`config.mk`:
```
export PLATFORM = sky130hd
export DESIGN_NAME = vec_mult_pipe
export DESIGN_NICKNAME = d
export VERILOG_FILES = /design/src/rtl/vec_mult_pipe.sv
export SDC_FILE = /design/constraint.sdc
export NUM_CORES = 1
export LEC_CHECK = 0
export ABC_AREA = 0
export ABC_CLOCK_PERIOD_IN_PS = 5100
export CAP_MARGIN = 25
export CORE_ASPECT_RATIO = 0.9
export CORE_UTILIZATION = 25
export CTS_BUF_LIST = sky130_fd_sc_hd__clkbuf_4 sky130_fd_sc_hd__clkbuf_8 sky130_fd_sc_hd__clkbuf_16
export CTS_CLUSTER_DIAMETER = 120
export DETAILED_ROUTE_END_ITERATION = 8
export MAX_ROUTING_LAYER = met4
export SETUP_SLACK_MARGIN = 0.05
export SLEW_MARGIN = 20
export SYNTH_ARGS = -nofsm -noshare
export SYNTH_HDL_FRONTEND = slang
export SYNTH_SLANG_ARGS = --single-unit
```
`constraint.sdc`:
```
create_clock -name clk -period 5.1 [get_ports clk]
set_input_delay 0.765 -clock clk [delete_from_list [all_inputs] [get_ports clk]]
set_output_delay 0.765 -clock clk [all_outputs]
set_load 0.01 [all_outputs]
```
`src/rtl/vec_mult_pipe.sv`:
```
// Pipelined valid/ready slot-wise vector multiplier with signed/unsigned beats.
// Optional multiply-accumulate final stage enabled by defining VEC_MULT_MAC_EN.
`ifndef W_BITS
`define W_BITS 8
`endif
`ifndef N_SLOTS
`define N_SLOTS 4
`endif

module vec_mult_pipe #(
  parameter int W      = `W_BITS,
  parameter int N      = `N_SLOTS,
  parameter int STAGES = 2
) (
  input  logic                     clk,
  input  logic                     reset,
  input  logic                     in_valid,
  output logic                     in_ready,
  input  logic [N*W-1:0]           in_a,
  input  logic [N*W-1:0]           in_b,
  input  logic                     in_signed,
  input  logic                     in_acc,
  input  logic                     in_last,
  output logic                     out_valid,
  input  logic                     out_ready,
  output logic [N*(2*W+1)-1:0]     out_data
);

  localparam int PW = 2*W+1;
  localparam int OW = N*W;

`ifdef VEC_MULT_MAC_EN
  localparam int FW = 3;
`else
  localparam int FW = 1;
`endif

  localparam int BW = 2*OW + FW;

  logic          adv;
  logic [FW-1:0] in_fl;
  logic [BW-1:0] in_beat;

  assign adv      = !out_valid || out_ready;
  assign in_ready = adv && !reset;

`ifdef VEC_MULT_MAC_EN
  assign in_fl = {in_last, in_acc, in_signed};
`else
  logic unused_flags;
  assign in_fl        = in_signed;
  assign unused_flags = ^{in_acc, in_last};
`endif

  assign in_beat = {in_fl, in_b, in_a};

  // Final-stage view of the beat: delayed STAGES-1 times
  logic          f_v;
  logic [BW-1:0] f_d;

  if (STAGES > 1) begin : g_pipe
    logic          v_q [STAGES-1];
    logic [BW-1:0] d_q [STAGES-1];

    always_ff @(posedge clk) begin
      if (reset) begin
        for (int k = 0; k < STAGES-1; k++)
          v_q[k] <= 1'b0;
      end else if (adv) begin
        v_q[0] <= in_valid;
        d_q[0] <= in_beat;
        for (int k = 1; k < STAGES-1; k++) begin
          v_q[k] <= v_q[k-1];
          d_q[k] <= d_q[k-1];
        end
      end
    end

    assign f_v = v_q[STAGES-2];
    assign f_d = d_q[STAGES-2];
  end else begin : g_bypass
    assign f_v = in_valid;
    assign f_d = in_beat;
  end

  logic [OW-1:0] f_a;
  logic [OW-1:0] f_b;
  logic          f_sg;

  assign f_a  = f_d[OW-1:0];
  assign f_b  = f_d[2*OW-1:OW];
  assign f_sg = f_d[2*OW];

  // Extending both operands to PW bits makes the truncated product
  // equal the sign/zero-extended 2W-bit product.
  function automatic logic [PW-1:0] mul(
    input logic [W-1:0] a,
    input logic [W-1:0] b,
    input logic         sg
  );
    logic [PW-1:0] ea;
    logic [PW-1:0] eb;
    ea = {{(W+1){sg & a[W-1]}}, a};
    eb = {{(W+1){sg & b[W-1]}}, b};
    return ea * eb;
  endfunction

  logic [N*PW-1:0] prod;

  always_comb begin
    prod = '0;
    for (int i = 0; i < N; i++)
      prod[i*PW +: PW] = mul(f_a[i*W +: W], f_b[i*W +: W], f_sg);
  end

  logic            out_valid_q;
  logic [N*PW-1:0] out_data_q;

  assign out_valid = out_valid_q;
  assign out_data  = out_data_q;

`ifdef VEC_MULT_MAC_EN
  logic            f_acc;
  logic            f_last;
  logic [N*PW-1:0] acc_q;
  logic [N*PW-1:0] acc_d;

  assign f_acc  = f_d[2*OW+1];
  assign f_last = f_d[2*OW+2];

  always_comb begin
    acc_d = '0;
    for (int i = 0; i < N; i++)
      acc_d[i*PW +: PW] = f_acc ? acc_q[i*PW +: PW] + prod[i*PW +: PW]
                                : prod[i*PW +: PW];
  end

  always_ff @(posedge clk) begin
    if (reset) begin
      out_valid_q <= 1'b0;
      out_data_q  <= '0;
      acc_q       <= '0;
    end else if (adv) begin
      out_valid_q <= f_v && f_last;
      if (f_v)
        acc_q <= acc_d;
      if (f_v && f_last)
        out_data_q <= acc_d;
    end
  end
`else
  always_ff @(posedge clk) begin
    if (reset) begin
      out_valid_q <= 1'b0;
      out_data_q  <= '0;
    end else if (adv) begin
      out_valid_q <= f_v;
      if (f_v)
        out_data_q <= prod;
    end
  end
`endif

endmodule

```
==> results of run 1 <==
[cells in the final DEF (no fill, tap or decap), types with 8 or more instances in the layout]
cell type and count:
fa_1 262, o21a_1 22, nand3_1 21, a21oi_1 59, edfxtp_1 66, nor2_1 54
and3_1 8, a211oi_1 9, clkbuf_16 18, nor2b_1 12, nand2_1 241, ha_4 9
o21ai_1 10, nor3_1 38, dfxtp_1 69, a21o_1 8, o21ai_2 8, o21ai_0 10
xnor2_1 45, inv_1 318, clkdlybuf4s50_1 137, ha_1 131, or2_2 8, buf_4 95
and2_1 120
[per-stage QoR]
step,TNS [ns],cells
final,0,2741
after global routing,-0.318,2741
after CTS,0,2733
after detailed placement,-0.389,2697
after global placement,-0.249,2697
after floorplan,0,1697
[worst min-delay path: stages (launching register included)]
cell and delay (ns):
dfxtp_1 0.31, nand2_1 0.05, a21oi_1 0.05
[kinds of logic after synthesis]
logic type | Yosys count | share of synthesized area (%)
compound gates | 169 | 6.96
flops | 135 | 20.9
xor+xnor | 49 | 2.67
buf+inv | 396 | 9.31
simple gates | 540 | 16.0
fa+ha+maj | 408 | 44.2
[worst min path at each step]
| stage | startpoint | end | slack, ns | depth (start not counted) |
|---|---|---|---|---|
| global route | out_data[39] | out_data[39] | 0.47 | 2 |
| CTS | out_data[34] | out_data[34] | 0.45 | 2 |
| finish | out_data[34] | out_data[34] | 0.45 | 2 |
| detailed placement | out_data[34] | out_data[34] | 0.44 | 2 |
| global placement | out_data[34] | out_data[34] | 0.44 | 2 |
| floorplan | out_data[33] | out_data[33] | 0.47 | 2 |
[cells in the mapped netlist, drive strengths merged, types with 2 or more instances]
cell     instances
nor2            55
o31ai            6
a2111oi          4
nand2b           3
nand4b           3
nand2          249
nand3           21
and3             8
and2           125
o211a            2
o21ai           29
nand3b           4
or2             10
clkbuf          61
fa             268
a31oi            5
o21bai           3
xnor2           45
nor4b            4
edfxtp          66
o21a            22
ha             140
a211o            3
a21oi           62
inv            324
xor2             4
buf             11
a21o             9
nor3            41
o311ai           2
dfxtp           69
a211oi          15
nor2b           14
[cell type report]
cell class	instances	area, um^2	area share, %
clock buffers	22	493	2.47
clock inverters	10	68.8	0.345
inverters	324	1220	6.10
multi-input cells	1166	11600	58.0
flip-flops and latches	135	3360	16.9
well taps	845	1060	5.30
repair buffers	239	2180	10.9
[sequential cells by signal (all words and copies together) (netlist names)]
register and count:
out_data 68, out_valid 1, g_pipe.v_q 1, g_pipe.d_q 65
[routing by layer]
| layer | GRT usage [%] | vias up |
|---|---|---|
| li1 | - | 5637 |
| met1 | 16.3 | 6073 |
| met2 | 21.4 | 242 |
| met3 | 3.67 | 49 |
| met4 | 4.33 | 0 |
| met5 | - | - |
[report_power, final]
| group | internal, mW | leakage, nW | switching, mW |
|---|---|---|---|
| combinational | 3.31 | 7.58 | 3.60 |
| clock | 0.685 | 0.279 | 0.560 |
| sequential | 1.35 | 1.21 | 0.145 |
| total | 5.34 | 9.07 | 4.31 |
[repair_timing]
| item | in CTS | in global routing |
|---|---|---|
| setup endpoints to repair | 12 | 17 |
| hold buffers | 0 | 0 |
| pin swaps | 16 | 36 |
| endpoints found under the hold margin | 0 | 0 |
| setup buffers | 4 | 8 |
| gates resized for setup | 29 | 46 |
==> metrics, run 1 <==
minimum clock period 5.01 ns; crit end category register; die area 65,400 um^2; Worst R2R Setup Slack between 0.08 and 0.09 ns; number of port buffers around 140; leakage power roughly 9.1 nW; RSZ-0062 raised after global routing true; Initial Utilization roughly a quarter; Max Clock Skew between 0.008 and 0.009 ns; end of the worst register-to-register path out_data[33]; net count after synthesis between 2,000 and 2,500; met3 WL 2.27 mm; class of the worst hold path register to register; Root Buffer clkbuf_16; critical path depth 19; CP arrival between 5 and 6 ns; final setup vio count 0; Layout fillers 6,558; Worst Setup SP g_pipe.d_q[0][64]; largest net degree at the start of global routing 67; WS Path Type register to register; top sig layer met4; vias in the first global route approximately 13,000; sequential-to-total area share from yosys stat around a fifth; cell family with most CP delay adder cells; first-pass GRT wire length between 60 and 70 mm; first-pass iteration count of the detailed router 5; Max stage delay on crit path 0.56 ns; hold_ws ~0.45 ns; top cell type's share of synthesized area about a third; level count of the clock H-tree 4; worst reg2reg path startpoint g_pipe.d_q[0][64]; die height approximately 240 um; initial antenna violation count 1; Synth Warn # 0; CP max FO 8; ratio of cells with drive above 1 in the final layout between 10 and 15%; Slew @ Worst Pin between 0.8 and 0.9 ns; Core Rows just under 90; Yosys reg bits between 100 and 150; Cell Area, Synth about 16,000 um^2; final worst slack 0.0869 ns; FMAX about 0.20 GHz; crit path capture out_data[33]; largest area contributor in the synthesized netlist fa_1; nets roughly 2,400; Syn Inst Count about 1,700; CP bufs+invs 5; Period Utilization, post-route a little over nine tenths; reg2reg path depth 19; Layout area overhead 23.9%; Startpoint Class register; max_slew headroom about 44%; CP cell instances buf_12 > buf_12 > nand2_4 > or2_4 > fa_1 > fa_1 > inv_2 > fa_1 > fa_1 > inv_2 > fa_2 > inv_2 > ha_4 > o21ai_4 > o21ai_2 > a2111oi_4 > o41ai_2 > xnor2_1 > o21ai_1; number of enable flip-flop cells after synthesis 66; final hold vios 0; die width 269 um; DRC violations left 0; top post-synthesis cells by area fa_1 33%, edfxtp_1 12%, ha_1 11%; via count about 12,000; TritonCTS buffer count 17; metal2 WL 19.3 mm; gr ovfl total 0; Initial DRC Count 617; cell area power density between 400 and 500 nW/um^2; VDD IR max roughly 0.33 mV; WL per Instance approximately 15 um; Finished Cell Area approximately 20,000 um^2; Critical Path RT 5.46 ns; max_cap viols 0; RePlAce Congestion between 0.8 and 0.9; Core Region about 63,000 um^2; ant diodes 0; routed wire length around 40 mm; IO Pins 141; Post-Place Cell Area roughly 19,000 um^2; Sink Count between 100 and 150; Distinct cells, synth 52; Slew Viols, Final 0; CTS tree built; dpl ws -0.153 ns; drt via density about 4.4; mean post-synth cell area about 9.5 um^2; HPWL after detailed placement around 33 mm; clock latency on the worst-skew pair between 0.4 and 0.5 ns; CTS Buffer Depth 2; Final Util about a third; Top FF cell, synth dfxtp_1; DRT met1 WL approximately 18 mm; total design power ~9.6 mW; outcome complete, no violations; Worst path slowest cell fa_2; Post-synth ARST share 0%; Worst-path clk slew ~0.070 ns; CP most frequent cell fa_1; All-Layer GR Usage 13.4%; Antenna Nets Post-Route 0
Power figures use the tool's default switching activity.
==> inputs of run 2 (changes only) <==
- CORE_MARGIN: default -> 2
- SLEW_MARGIN: 20 -> default
==> metrics, run 2 (synthesis gave the netlist of run 1 again) <==
WL per Instance 14.7 um (-0.25%); initial antenna violation count 1 (unchanged); Initial Utilization 25.2% (-0.29 points); vias in the first global route 12,800 (-2.4%); CP cell instances buf_12 > nand2_2 > or2_2 > fa_1 > fa_1 > inv_1 > fa_1 > inv_1 > fa_1 > fa_1 > inv_1 > ha_4 > o21ai_2 > o211a_1 > o21ai_2 > a41oi_2 > xnor2_1 > buf_4 > o21ai_1; ratio of cells with drive above 1 in the final layout 12.6% (+1.5 points); DRC violations left 0 (unchanged); Startpoint Class register; level count of the clock H-tree 4 (unchanged); RSZ-0062 raised after global routing true; FMAX 0.198 GHz (-0.82%); leakage power 9.15 nW (+0.92%); Layout area overhead 25.8%; hold buffers post-CTS 0 (unchanged); Antenna Nets Post-Route 0 (unchanged); Root Buffer clkbuf_16; CP arrival 5.42 ns (+0.05 ns); Sink Count 135 (unchanged); commonest non-fill, non-tap cell in the layout inv_1; hold_ws 0.450 ns (+0.000855 ns); outcome complete, no violations; cell area power density 500 nW/um^2 (+3.4%); Core Region 63,900 um^2 (+1.1%); gr ovfl total 0 (unchanged); die height 245 um (+0.82%); Core Rows 88 (+1.1%); HPWL after detailed placement 32.4 mm (-0.60%); ant diodes 0 (unchanged); max_cap viols 0 (unchanged); final setup vio count 0 (unchanged); routed wire length 40.6 mm (+0.55%); first-pass iteration count of the detailed router 4 (-1); All-Layer GR Usage 13.0% (-0.34 points); CTS Buffer Depth 2 (unchanged); TritonCTS buffer count 17 (unchanged); clock latency on the worst-skew pair 0.49 ns (about the same); cell family with most CP delay adder cells; WS Path Type register to register; minimum clock period 5.05 ns (+0.0417 ns); die width 271 um (+0.74%); VDD IR max 0.309 mV (-6.4%); RePlAce Congestion 0.862 (+2.6%); Slew Viols, Final 0 (unchanged); first-pass GRT wire length 65.5 mm (-1.7%); CTS tree built; Critical Path RT 5.46 ns (about the same); Worst-path clk slew 0.06 ns (about the same); Max Clock Skew 0.0144 ns (+0.00561 ns); crit end category register; max_slew headroom 38.2% (-6.1 points); max reg flops 68 (unchanged); commonest cells after routing, fill and taps aside 312 x inv_1, 262 x fa_1, 240 x nand2_1, 137 x clkdlybuf4s50_1, 123 x ha_1; nets 2,374 (+0.51%); CP bufs+invs 5 (unchanged); Max stage delay on crit path 0.51 ns (-0.05 ns); die area 66,400 um^2 (+1.6%); class of the worst hold path register to register; drt via density 4.36 (-0.47%); CP max FO 5 (-3); final hold vios 0 (unchanged); largest net degree at the start of global routing 52 (-22%); Period Utilization, post-route 99.1% (+0.82 points); number of port buffers 138 (unchanged); Fin Setup TNS 0 ns (unchanged); Initial DRC Count 550 (-11%); Slew @ Worst Pin 0.926 ns (+0.0902 ns); CP most frequent cell fa_1; Worst path slowest cell fa_1; via count 12,000 (+0.33%); IO Pins 141 (unchanged)
run 2: per-stage QoR:
step | utilization (%) | total power, mW | setup slack (ns) | cells | area, um^2
6_report | 31.7 | 10.1 | 0.0453 | 2763 | 20300
5_1_grt | 31.7 | 11.2 | -0.153 | 2763 | 20300
4_1_cts | 30.9 | 9.47 | 0.0351 | 2745 | 19700
3_5_place_dp | 29.7 | 7.86 | -0.0807 | 2709 | 19000
3_3_place_gp | 29.7 | 7.78 | -0.0693 | 2709 | 19000
2_1_floorplan | - | 5.84 | 0.0631 | 1697 | 16100
run 2: path summary, 6_finish.rpt:
check,startpoint,endpoint,slack [ns],cells after the start
worst max-delay path,g_pipe.d_q[0][64],out_data[67],0.05,19
worst min-delay path,out_data[33],out_data[33],0.45,2
worst max register to register,g_pipe.d_q[0][64],out_data[67],0.05,19
worst min register to register,out_data[33],out_data[33],0.45,2
run 2: timing repair:
item / in CTS / in global routing
setup endpoints to repair: 10 / 22
buffers inserted: 4 / 17
gates resized for setup: 21 / 77
cloned: 0 / 1
pin swaps: 11 / 52
run 2: cell type report:
cell class,count,area (um^2)
Clock buffer,24,561
Fill cell,6620,43600
Clock inverter,8,52.6
Timing Repair Buffer,251,2290
Multi-Input combinational cell,1166,11700
Inverter,324,1220
Sequential cell,135,3360
Tap cell,855,1070
run 2: power breakdown:
part	internal [mW]	switching [mW]
logic	3.56	3.75
clock network	0.768	0.563
registers	1.35	0.146
total	5.67	4.46
run 2: metal layers:
layer / global-route usage [%] / vias to the layer above / part of all wire [%]
met4: 4.51 / 0 / 2.0
met1: 16.0 / 6069 / 45
met2: 20.7 / 264 / 47
li1: - / 5660 / -
met3: 3.53 / 48 / 5.6
met5: - / - / 0
run 2: worst register-to-register path: stages, from the launching register on:
cell	delay [ns]
edfxtp_1	0.43
buf_12	0.16
nand2_2	0.09
or2_2	0.29
fa_1	0.46
fa_1	0.49
inv_1	0.05
fa_1	0.47
inv_1	0.05
fa_1	0.49
fa_1	0.51
inv_1	0.06
ha_4	0.27
o21ai_2	0.06
o211a_1	0.25
o21ai_2	0.19
a41oi_2	0.15
xnor2_1	0.20
buf_4	0.18
o21ai_1	0.06
